--- src/rtl/mux_nx1_stream.sv ---
// mux_nx1_stream: N-channel, W-bit registered multiplexer with a valid/ready
// output. Manual mode forwards the channel chosen by sel; scan mode walks the
// enabled channels round-robin, one beat per accepted transfer.
//
// Ports:
//   clk, rst_n  clock (rising edge), asynchronous active-low reset
//   mode        0 = manual select, 1 = round-robin scan
//   sel         channel index used in manual mode
//   ch_mask     per-channel enable, bit i enables channel i
//   din         packed inputs, channel i at [i*W +: W]
//   out_ready   consumer accepts the current beat
//   out_valid   dout/dout_ch hold a valid beat
//   dout        selected channel data
//   dout_ch     index of the channel held in dout
module mux_nx1_stream #(
    parameter int unsigned N_CH  = 4,
    parameter int unsigned W     = 8,
    parameter int unsigned SEL_W = 2
) (
    input  logic                clk,
    input  logic                rst_n,
    input  logic                mode,
    input  logic [SEL_W-1:0]    sel,
    input  logic [N_CH-1:0]     ch_mask,
    input  logic [N_CH*W-1:0]   din,
    input  logic                out_ready,
    output logic                out_valid,
    output logic [W-1:0]        dout,
    output logic [SEL_W-1:0]    dout_ch
);

    // One extra bit so start+offset can exceed N_CH-1 before wrapping.
    localparam int unsigned      IDX_W    = SEL_W + 1;
    localparam logic [IDX_W-1:0] N_IDX    = IDX_W'(N_CH);
    localparam logic [IDX_W-1:0] LAST_IDX = IDX_W'(N_CH - 1);

    logic             out_valid_q, out_valid_d;
    logic [W-1:0]     dout_q,      dout_d;
    logic [SEL_W-1:0] dout_ch_q,   dout_ch_d;
    logic [SEL_W-1:0] ptr_q,       ptr_d;
    logic             mode_q,      mode_d;

    logic             load_c;
    logic             scan_entry_c;
    logic [SEL_W-1:0] scan_start_c;
    logic [IDX_W-1:0] cand_c;
    logic             scan_hit_c;
    logic [SEL_W-1:0] scan_ch_c;
    logic             manual_ok_c;
    logic [SEL_W-1:0] pick_ch_c;
    logic [W-1:0]     pick_data_c;

    // Output register accepts new data when empty or being drained.
    assign load_c = !out_valid_q || out_ready;

    // mode_q holds the mode of the last load, so an entry into scan mode
    // is still seen at the first load even if mode flipped during a stall.
    assign scan_entry_c = mode && !mode_q;
    assign scan_start_c = scan_entry_c ? '0 : ptr_q;

    // Manual select is valid only for an in-range, enabled channel.
    always_comb begin : manual_check
        manual_ok_c = 1'b0;
        for (int unsigned i = 0; i < N_CH; i++) begin
            if (sel == SEL_W'(i) && ch_mask[i]) begin
                manual_ok_c = 1'b1;
            end
        end
    end

    // Rotating priority search: first enabled channel at or after scan_start_c.
    always_comb begin : scan_search
        scan_hit_c = 1'b0;
        scan_ch_c  = '0;
        cand_c     = '0;
        for (int unsigned k = 0; k < N_CH; k++) begin
            cand_c = IDX_W'(scan_start_c) + IDX_W'(k);
            if (cand_c >= N_IDX) begin
                cand_c = cand_c - N_IDX;
            end
            for (int unsigned i = 0; i < N_CH; i++) begin
                if (!scan_hit_c && cand_c == IDX_W'(i) && ch_mask[i]) begin
                    scan_hit_c = 1'b1;
                    scan_ch_c  = SEL_W'(i);
                end
            end
        end
    end

    // Data mux; out-of-range indices read as zero.
    assign pick_ch_c = mode ? scan_ch_c : sel;

    always_comb begin : data_mux
        pick_data_c = '0;
        for (int unsigned i = 0; i < N_CH; i++) begin
            if (pick_ch_c == SEL_W'(i)) begin
                pick_data_c = din[i*W +: W];
            end
        end
    end

    // Next-state for output register, scan pointer and mode history.
    always_comb begin : next_state
        out_valid_d = out_valid_q;
        dout_d      = dout_q;
        dout_ch_d   = dout_ch_q;
        ptr_d       = ptr_q;
        mode_d      = mode_q;

        if (load_c) begin
            mode_d = mode;
            if (!mode) begin
                if (manual_ok_c) begin
                    out_valid_d = 1'b1;
                    dout_d      = pick_data_c;
                    dout_ch_d   = sel;
                end else begin
                    out_valid_d = 1'b0;
                end
            end else if (scan_hit_c) begin
                out_valid_d = 1'b1;
                dout_d      = pick_data_c;
                dout_ch_d   = scan_ch_c;
                ptr_d       = ({1'b0, scan_ch_c} == LAST_IDX) ? '0
                                                              : scan_ch_c + SEL_W'(1);
            end else begin
                // Nothing enabled: pointer holds (or settles at 0 on scan entry).
                out_valid_d = 1'b0;
                ptr_d       = scan_start_c;
            end
        end
    end

    always_ff @(posedge clk or negedge rst_n) begin : regs
        if (!rst_n) begin
            out_valid_q <= 1'b0;
            dout_q      <= '0;
            dout_ch_q   <= '0;
            ptr_q       <= '0;
            mode_q      <= 1'b0;
        end else begin
            out_valid_q <= out_valid_d;
            dout_q      <= dout_d;
            dout_ch_q   <= dout_ch_d;
            ptr_q       <= ptr_d;
            mode_q      <= mode_d;
        end
    end

    assign out_valid = out_valid_q;
    assign dout      = dout_q;
    assign dout_ch   = dout_ch_q;

endmodule

--- config.mk ---
export PLATFORM = sky130hd
export DESIGN_NAME = mux_nx1_stream
export DESIGN_NICKNAME = d
export VERILOG_FILES = /design/src/rtl/mux_nx1_stream.sv
export SDC_FILE = /design/constraint.sdc
export NUM_CORES = 1
export LEC_CHECK = 0
export CAP_MARGIN = 20
export CORE_ASPECT_RATIO = 0.9
export CORE_MARGIN = 1
export CORE_UTILIZATION = 25
export DETAILED_ROUTE_END_ITERATION = 16
export PLACE_DENSITY = 0.52
export SYNTH_ARGS = -nofsm -noshare
export SYNTH_HDL_FRONTEND = slang
export SYNTH_SLANG_ARGS = --single-unit
--- constraint.sdc ---
create_clock -name clk -period 4 [get_ports clk]
set_clock_uncertainty 0.2 [all_clocks]
set_input_delay 0.4 -clock clk [delete_from_list [all_inputs] [get_ports clk]]
set_output_delay 0.4 -clock clk [all_outputs]
set_load 0.03 [all_outputs]
==> results of run 1 <==
==> placed cells by master (no fill, tap or decap), types with 2 or more instances in the layout <==
cell,synthesis,layout
a21o_1,3,3
nand3_2,2,2
inv_1,4,4
nand2_1,17,17
o21ai_1,3,3
clkbuf_8,0,4
a32o_1,2,2
o21ai_0,7,7
a21oi_1,16,16
nand2b_1,4,4
a21boi_1,2,2
o32ai_1,8,8
o22ai_1,10,10
dfrtp_1,14,14
o211ai_1,2,2
nand3_1,8,8
mux2i_1,24,24
buf_4,1,2
clkdlybuf4s50_1,0,52
nor2_1,2,2
==> registers in the layout, indices dropped and copies added (netlist names) <==
name	cells
dout	8
dout_ch	2
mode_q	1
out_valid	1
ptr_q	2
==> layout make-up <==
| type | count | area [µm²] |
|---|---|---|
| flip-flops and latches | 14 | 350 |
| multi-input cells | 132 | 955 |
| well taps | 67 | 83.8 |
| clock buffers | 4 | 55.1 |
| repair buffers | 54 | 536 |
| fillers | 556 | 3390 |
| inverters | 4 | 15.0 |
==> path summary, 6_finish.rpt <==
kind / slack (ns) / endpoint / depth (start not counted)
min in group asynchronous: 0.34 / dout[4] / 1
hold reg to reg: 0.29 / dout_ch[0] / 1
hold / removal: 0.29 / dout_ch[0] / 1
setup reg to reg: 1.16 / dout[2] / 7
setup / recovery: 0.97 / dout[2] / 8
max in group asynchronous: 2.86 / ptr_q[1] / 1
==> logic make-up (layout without fill, tap and decap cells) <==
kind of cell    Yosys count  in the layout
mux                      25             25
buf+inv                  20             62
simple gates             46             46
flops                    14             14
compound gates           61             61
==> through the flow <==
step / cells / utilization / hold slack, ns / total power (µW)
detailed placement: 271 / 0.360 / 0.276 / 768
CTS: 275 / 0.371 / 0.298 / 906
global route: 275 / 0.371 / 0.310 / 963
global placement: 271 / 0.360 / 0.277 / 769
finish: 275 / 0.371 / 0.290 / 901
floorplan: 166 / - / -0.0956 / 611
==> per-layer routing <==
layer / GRT usage / vias to the layer above
met5: 0 / -
met4: 0.0546 / 0
met3: 0.00745 / 6
met2: 0.192 / 35
met1: 0.238 / 670
li1: - / 718
==> worst max-delay path: cells and delay by family <==
kind / cells / cell delay, ns
AO/OA/AOI/OAI: 3 / 0.93
AND/OR/NAND/NOR: 3 / 0.60
multiplexers: 1 / 0.27
buffers and inverters: 1 / 0.74
==> power by group through the flow <==
stage	clock network [µW]	registers (µW)	logic [µW]
6_report	133	246	522
3_3_place_gp	0	247	522
4_1_cts	138	244	525
3_5_place_dp	0	246	522
5_1_grt	143	254	566
2_1_floorplan	0	289	322
==> results.md, run 1 <==
- Status: finished clean
- Gate count after technology mapping: 166
- Final slew viol count: 0
- Post-synthesis compound-gate area fraction: 0.287
- Routed WL: 4300 µm
- Simple-Gate Fraction of Synth Area: 0.195
- Die Wd: 81.9 µm
- Pre-CTS setup slack: 0.687 ns
- Vias in the first global route: 1314
- Syn avg cell area: 8.65 µm²
- Clock Power Share: 0.148
- Core ar.: 5380 µm²
- ANT cells: 0
- Post-Synth XOR/XNOR Area: 0
- Setup Buffers After CTS: 0
- Routed wire per std cell: 15.6 µm
- Grt total ovfl: 0
- M1 wire length: 2220 µm
- Final period util: 0.758
- Crit. End Element: flop
- Final WS setup: 0.968 ns
- Placed instance area: 1940 µm²
- Crit Path Category: primary input to flop
- CTS Buffer Depth: 2
- Synth area leader: dfrtp_1
- Die Ht: 73.9 µm
- Synth Flop Type: dfrtp_1
- Area growth from synthesis to layout: 39.0%
- Setup TNS: 0 ns
- Critical path's largest stage delay: 0.74 ns
- Hold crit path type: flop to flop
- Hpwl dp: 3340 µm
- Seq pwr share: 0.273
- Synth top area cells: dfrtp_1 24%, mux2i_1 17%, a21oi_1 5.6%
- Reg2reg start: ptr_q[1]
- Drt drc: 0
- First drt pass iteration count: 4
- Initial antenna violation count: 0
- Largest net degree at the start of global routing: 32
- Multiplexer share of the synthesized area: 0.183
- Clk root buf: clkbuf_8
- Vias/cell: 5.20
- Maximum clock frequency: 330 MHz
- Post-Syn Nets: 208
- Minimum clock period: 3.03 ns
- RSZ-0062 raised after global routing: no
- Pint: 512 µW
- Hold Buf Count CTS: 0
- Fraction of layout cells with a size suffix above 1: 0.0865
- Synth cell count leaders: 24 x mux2i_1, 17 x nand2_1, 16 x a21oi_1
- Ys Warns: 0
- Critical Path Slowest Stage Cell: clkdlybuf4s50_1
- Placer congestion estimate: 0.811
- Max_slew headroom: 0.574
- Worst-Margin Slew: 0.639 ns
- Global-route wire length before repair: 6640 µm
- Site Rows: 25
- Critical path launch point type: primary input
- Worst path cell trace: clkdlybuf4s50_1 -> nor3b_1 -> o311a_1 -> nor2_4 -> nand2_1 -> o22ai_2 -> mux2i_1 -> a21oi_1
- Clock latency on the worst-skew pair: 0.24 ns
- Endpoints failing hold: 0
- EDFF count, synth: 0
- 1st-iter DRT viols: 107
- CTS tree: built
- Max_cap viols: 0
- CTS resizes: 0
- Switching Share: 0.432
- Largest family of logic cells by synthesized area: compound AO/OA/AOI/OAI gates
- Distinct cells, synth: 44
- Metal2 WL: 1870 µm
- Post-synthesis cell area: 1440 µm²
- Sequential area share after synthesis: 0.244
- CTS Buf Count: 3
- Synth top area share: 0.244
- Routed wl met3: 142 µm
- Combinational power share: 0.579
- Max IR drop VDD: 0.000239 V
- Post-Synth Adder-Cell Area: 0
- Synth Register Bits: 14
- I/O pin total: 53
- Final setup viols: 0
- CP startpoint: ch_mask[1]
- DR vias: 1429
- ANT nets after route: 0
- Clock Sinks: 14
- Die footprint: 6050 µm²
- Crit path DAT: 2.94 ns
- Count leader, synth: mux2i_1
- Asr flop ratio synth: 1.00
- CTS H-Tree Depth: 1
- Tot GR Track Use: 0.145
- Starting Density: 0.267
- Sw power: 389 µW
- Reg clk slew, reported paths: 0.06 ns
- NumNets Final: 251
- PwrDens: 452 nW/µm²
- Buffers on Ports: 52
- LEAKAGE: 0.000778 µW
- Critical Path RT: 3.91 ns
- DR top layer: met4
- HP Start: dout_ch[0]
- Fin area: 1990 µm²
- Crit Path Max Fanout: 17
Note: power is estimated with default switching activity, not from simulation.
==> run 2, diff against run 1 <==
--- a/config.mk
+++ b/config.mk
@@ -10,7 +10,7 @@
 export CORE_MARGIN = 1
 export CORE_UTILIZATION = 25
 export DETAILED_ROUTE_END_ITERATION = 16
-export PLACE_DENSITY = 0.52
+export PLACE_DENSITY = 0.54
 export SYNTH_ARGS = -nofsm -noshare
 export SYNTH_HDL_FRONTEND = slang
 export SYNTH_SLANG_ARGS = --single-unit
==> constraint.sdc (replaced) <==
create_clock -name clk -period 2.5 [get_ports clk]
set_clock_uncertainty 0.2 [all_clocks]
set_input_delay 0.25 -clock clk [delete_from_list [all_inputs] [get_ports clk]]
set_output_delay 0.25 -clock clk [all_outputs]
set_load 0.03 [all_outputs]
==> results.md, run 2 (synthesis gave the netlist of run 1 again) <==
- Clock latency on the worst-skew pair: 0.24 ns (about the same)
- Die footprint: 6050 µm² (unchanged)
- Die Wd: 81.9 µm (unchanged)
- Routed wire per std cell: 14.8 µm (was 15.6 µm)
- Drt drc: 0 (unchanged)
- Site Rows: 25 (unchanged)
- Hold Buf Count CTS: 0 (unchanged)
- Fraction of layout cells with a size suffix above 1: 0.200 (was 0.0865)
- Initial antenna violation count: 0 (unchanged)
- CTS H-Tree Depth: 1 (unchanged)
- Reg2reg start: ptr_q[1] (unchanged)
- CP startpoint: ch_mask[1] (unchanged)
- Worst-Margin Slew: 0.632 ns (was 0.639 ns)
- Global-route wire length before repair: 7070 µm (was 6640 µm)
- Maximum clock frequency: 421 MHz
- Clk root buf: clkbuf_8 (unchanged)
- PwrDens: 716 nW/µm² (was 452 nW/µm²)
- Reg clk slew, reported paths: 0.06 ns (about the same)
- LEAKAGE: 0.000910 µW (was 0.000778 µW)
- RSZ-0062 raised after global routing: no (unchanged)
- ANT nets after route: 0 (unchanged)
- Final setup viols: 0 (unchanged)
- Hold Worst Slack: 0.204 ns (was 0.290 ns)
- Largest net degree at the start of global routing: 32 (unchanged)
- Hpwl dp: 3640 µm (was 3340 µm)
- FF-to-FF path depth: 7 (unchanged)
- Status: finished clean (unchanged)
- Clock Sinks: 14 (unchanged)
- Crit Path Max Fanout: 6 (was 17)
- Max IR drop VDD: 0.000350 V (was 0.000239 V)
- Core ar.: 5380 µm² (unchanged)
- CTS Buffer Depth: 2 (unchanged)
- Grt total ovfl: 0 (unchanged)
- Commonest non-fill, non-tap cell in the layout: clkdlybuf4s50_1 (unchanged)
- NumNets Final: 278 (was 251)
- CTS Buf Count: 3 (unchanged)
- Crit. End Element: flop (unchanged)
- Tot GR Track Use: 0.155 (was 0.145)
- Vias/cell: 5.07 (was 5.20)
- Area growth from synthesis to layout: 54.1% (was 39.0%)
- Placed cells: 298 (was 271)
- Die Ht: 73.9 µm (unchanged)
- Placer congestion estimate: 0.952 (was 0.811)
- Commonest non-fill, non-tap cells in the layout: 52 x clkdlybuf4s50_1, 28 x buf_4, 24 x mux2i_1, 17 x nand2_1, 16 x a21oi_1 (was 52 x clkdlybuf4s50_1, 24 x mux2i_1, 17 x nand2_1, 16 x a21oi_1, 14 x dfrtp_1)
- Final period util: 0.951
- Max_slew headroom: 0.577 (was 0.574)
- CTS tree: built (unchanged)
- Fin area: 2210 µm² (was 1990 µm²)
- Minimum clock period: 2.38 ns
- Crit Path Category: primary input to flop (unchanged)
- Buffers on Ports: 52 (unchanged)
- Final slew viol count: 0 (unchanged)
- 1st-iter DRT viols: 185 (was 107)
- Vias in the first global route: 1421 (was 1314)
- Crit path DAT: 2.28 ns (was 2.94 ns)
- Placed instance area: 2150 µm² (was 1940 µm²)
- Critical path launch point type: primary input (unchanged)
- Hold crit path type: primary input to asynchronous set/reset pin (was flop to flop)
- Routed WL: 4460 µm (was 4300 µm)
- Endpoints failing hold: 0 (unchanged)
- Largest register FFs: 8 (unchanged)
- I/O pin total: 53 (unchanged)
- Starting Density: 0.267 (unchanged)
- Critical Path RT: 2.41 ns (was 3.91 ns)
- Total power draw: 1580 µW (was 901 µW)
- ANT cells: 0 (unchanged)
- Flop-to-flop setup slack: 0.14 ns (was 1.16 ns)
- Worst reg2reg endpoint: dout[7] (was dout[2])
- First drt pass iteration count: 4 (unchanged)
- Non-Filler Instances: 302 (was 275)
- Max_cap viols: 0 (unchanged)
- DR vias: 1531 (was 1429)
-- run 2: where the power goes --
group | internal, µW | switching [µW] | total [µW]
logic | 489 | 507 | 996
registers | 303 | 71.4 | 375
clock network | 139 | 75.0 | 214
-- run 2: final cells by class --
| cell class | instances | area [µm²] |
|---|---|---|
| Clock buffer | 4 | 55.1 |
| Tap cell | 67 | 83.8 |
| Inverter | 4 | 15.0 |
| Multi-Input combinational cell | 132 | 956 |
| Fill cell | 562 | 3170 |
| Sequential cell | 14 | 352 |
| Timing Repair Buffer | 81 | 751 |
-- run 2: worst max path at each step --
stage / to / slack (ns) / depth (start not counted)
after detailed placement: dout[6] / -0.12 / 9
after global routing: dout[5] / 0.03 / 9
after floorplan: dout[0] / 0.38 / 10
after CTS: dout[0] / 0.11 / 7
final: dout[7] / 0.12 / 9
after global placement: dout[4] / -0.15 / 8
-- run 2: per-stage QoR --
step	util	TNS (ns)	setup WS (ns)
after global routing	0.411	0	0.0305
after detailed placement	0.400	-0.814	-0.121
after CTS	0.411	0	0.110
final	0.411	0	0.122
after floorplan	-	0	0.380
after global placement	0.400	-1.18	-0.155
-- run 2: worst max-delay path, cell delays in order --
cell	delay, ns
clkdlybuf4s50_1	0.52
or3_4	0.39
nor4_4	0.34
nor2_4	0.09
buf_4	0.15
nand3_1	0.07
mux2i_1	0.09
o32ai_1	0.29
a21oi_1	0.08
-- run 2: repair_timing --
item,in CTS,in global routing
endpoints found under the setup margin,0,7
setup buffers,0,0
resized for setup,0,2
-- run 2: layer usage --
layer  vias up  GRT usage  wire length [µm]  share of wire
li1        776          -                 -              -
met1       706      0.247              2290           0.51
met2        45      0.207              1930           0.43
met3         4     0.0161               192          0.043
met4         0     0.0526                46          0.010
met5         -          0                 0              0
==> run 3, diff against run 2 <==
--- a/config.mk
+++ b/config.mk
@@ -6,11 +6,13 @@
 export NUM_CORES = 1
 export LEC_CHECK = 0
 export CAP_MARGIN = 20
+export CELL_PAD_IN_SITES_DETAIL_PLACEMENT = 1
+export CELL_PAD_IN_SITES_GLOBAL_PLACEMENT = 1
 export CORE_ASPECT_RATIO = 0.9
 export CORE_MARGIN = 1
 export CORE_UTILIZATION = 25
 export DETAILED_ROUTE_END_ITERATION = 16
-export PLACE_DENSITY = 0.54
+export PLACE_DENSITY = 0.69
 export SYNTH_ARGS = -nofsm -noshare
 export SYNTH_HDL_FRONTEND = slang
 export SYNTH_SLANG_ARGS = --single-unit
==> results.md, run 3 (synthesis gave the netlist of run 1 again) <==
- Status: finished clean (unchanged)
- Routed wl met3: 211 µm (was 192 µm)
- Critical path's largest stage delay: 0.46 ns (was 0.52 ns)
- DR vias: 1634 (was 1531)
- Routed wire per std cell: 17.5 µm (was 14.8 µm)
- FF-to-FF path depth: 7 (unchanged)
- DR top layer: met4 (unchanged)
- Crit Path Max Fanout: 8 (was 6)
- Metal2 WL: 2350 µm (was 1930 µm)
- WP buf/inv: 0 (was 2)
- Critical path launch point type: flop (was primary input)
- Die footprint: 6050 µm² (unchanged)
- Largest register FFs: 8 (unchanged)
- Clock latency on the worst-skew pair: 0.24 ns (about the same)
- Hpwl dp: 4390 µm (was 3640 µm)
- Final WS setup: 0.110 ns (was 0.122 ns)
- Flop-to-flop setup slack: 0.11 ns (was 0.14 ns)
- Vias in the first global route: 1668 (was 1421)
- Die Wd: 81.9 µm (unchanged)
- Pre-CTS setup slack: -0.268 ns (was -0.121 ns)
- Initial antenna violation count: 0 (unchanged)
- Setup Buffers After CTS: 0 (unchanged)
- Placer congestion estimate: 0.845 (was 0.952)
- Hold crit path type: primary input to asynchronous set/reset pin (unchanged)
- Critical Path Slowest Stage Cell: dfrtp_2 (was clkdlybuf4s50_1)
- LEAKAGE: 0.000972 µW (was 0.000910 µW)
- Reg2reg start: ptr_q[1] (unchanged)
- 1st-iter DRT viols: 87 (was 185)
- Die Ht: 73.9 µm (unchanged)
- I/O pin total: 53 (unchanged)
- M1 wire length: 2760 µm (was 2290 µm)
- Non-Filler Instances: 306 (was 302)
- CTS Buf Count: 3 (unchanged)
- Endpoints failing hold: 0 (unchanged)
- Minimum clock period: 2.39 ns (was 2.38 ns)
- Maximum clock frequency: 418 MHz (was 421 MHz)
- Crit Path Category: flop to flop (was primary input to flop)
- Crit path DAT: 2.30 ns (was 2.28 ns)
- Commonest non-fill, non-tap cell in the layout: clkdlybuf4s50_1 (unchanged)
- Max_slew headroom: 0.562 (was 0.577)
- First drt pass iteration count: 5 (was 4)
- NumNets Final: 283 (was 278)
- Site Rows: 25 (unchanged)
- CTS Buffer Depth: 2 (unchanged)
- Hold Worst Slack: 0.213 ns (was 0.204 ns)
- Routed WL: 5340 µm (was 4460 µm)
- CTS tree: built (unchanged)
- Final period util: 0.956 (was 0.951)
- Clock Sinks: 14 (unchanged)
- Total power draw: 1640 µW (was 1580 µW)
- Critical Path RT: 2.41 ns (about the same)
- Area growth from synthesis to layout: 61.4% (was 54.1%)
- Tot GR Track Use: 0.185 (was 0.155)
- Buffers on Ports: 52 (unchanged)
- Core ar.: 5380 µm² (unchanged)
- Final slew viol count: 0 (unchanged)
- RSZ-0062 raised after global routing: no (unchanged)
- Fraction of layout cells with a size suffix above 1: 0.247 (was 0.200)
- Grt total ovfl: 0 (unchanged)
- Reg clk slew, reported paths: 0.06 ns (about the same)
- Max IR drop VDD: 0.000400 V (was 0.000350 V)
- Starting Density: 0.267 (unchanged)
- Cell family with the largest share of critical-path delay: compound AO/OA/AOI/OAI gates (was simple AND/OR/NAND/NOR gates)
- PwrDens: 709 nW/µm² (was 716 nW/µm²)
- Global-route wire length before repair: 8350 µm (was 7070 µm)
- Clk root buf: clkbuf_8 (unchanged)
- Commonest non-fill, non-tap cells in the layout: 49 x clkdlybuf4s50_1, 30 x buf_4, 20 x mux2i_1, 17 x nand2_1, 16 x a21oi_1 (was 52 x clkdlybuf4s50_1, 28 x buf_4, 24 x mux2i_1, 17 x nand2_1, 16 x a21oi_1)
- CTS H-Tree Depth: 1 (unchanged)
- Final setup viols: 0 (unchanged)
- # fillers: 635 (was 562)
- Worst-Margin Slew: 0.655 ns (was 0.632 ns)
- Final core occ: 0.430 (was 0.411)
- ANT nets after route: 0 (unchanged)
- ANT cells: 0 (unchanged)
- Drt drc: 0 (unchanged)
- Max_cap viols: 0 (unchanged)
- Worst reg2reg endpoint: dout[7] (unchanged)
- Crit. End Element: flop (unchanged)
- Vias/cell: 5.34 (was 5.07)
- Largest net degree at the start of global routing: 26 (was 32)
- Placed cells: 303 (was 298)
- Worst path cell trace: nor2b_2 -> a32o_1 -> a32oi_1 -> o311ai_1 -> a21o_2 -> o32ai_1 -> a21oi_1 (was clkdlybuf4s50_1 -> or3_4 -> nor4_4 -> nor2_4 -> buf_4 -> nand3_1 -> mux2i_1 -> o32ai_1 -> a21oi_1)
run 3: cell count changes in the layout (fill, tap and decap cells not counted), moves of 2 or more:
cell	before	now
clkdlybuf4s50_1	52	49
buf_12	1	3
mux2i_2	0	3
mux2i_1	24	20
buf_4	28	30
dlymetal6s2s_1	0	2
o32ai_1	8	5
o32ai_2	0	3
run 3: what timing repair did:
item	4_1_cts	5_1_grt
endpoints found under the hold margin	0	0
resized for setup	1	14
hold buffers	0	0
endpoints found under the setup margin	1	8
run 3: how the worst max path moves through the flow:
| stage | start | to | slack, ns | depth (start not counted) |
|---|---|---|---|---|
| after detailed placement | ch_mask[1] | dout[4] | -0.27 | 9 |
| after floorplan | mode_q | dout[0] | 0.38 | 10 |
| final | ptr_q[1] | dout[7] | 0.11 | 7 |
| after global routing | ch_mask[0] | dout[3] | 0.008 | 11 |
| after global placement | ch_mask[1] | dout[4] | -0.22 | 9 |
| after CTS | mode | dout[4] | 0.02 | 9 |
run 3: per-stage QoR:
step | cell area (µm²) | setup TNS [ns]
final | 2320 | 0
after global routing | 2320 | 0
after CTS | 2260 | 0
after detailed placement | 2220 | -1.79
after global placement | 2220 | -1.26
after floorplan | 1440 | 0
run 3: metal layers:
| metal | global-route usage | vias to the layer above |
|---|---|---|
| met5 | 0 | - |
| met4 | 0.0390 | 0 |
| met3 | 0.0224 | 2 |
| met2 | 0.271 | 39 |
| met1 | 0.283 | 813 |
| li1 | - | 780 |
run 3: power by group:
part	switching [µW]	internal, µW
Sequential	81.4	305
Combinational	544	528
Clock	77.1	106
Total	703	939
run 3: cell type report:
cell class | count | area, µm² | share of cell area
multi-input combinational | 132 | 1000 | 0.433
timing repair buffer | 86 | 821 | 0.354
sequential | 14 | 353 | 0.152
tap | 67 | 83.8 | 0.0362
clock buffer | 3 | 41.3 | 0.0178
inverter | 4 | 15.0 | 0.00648
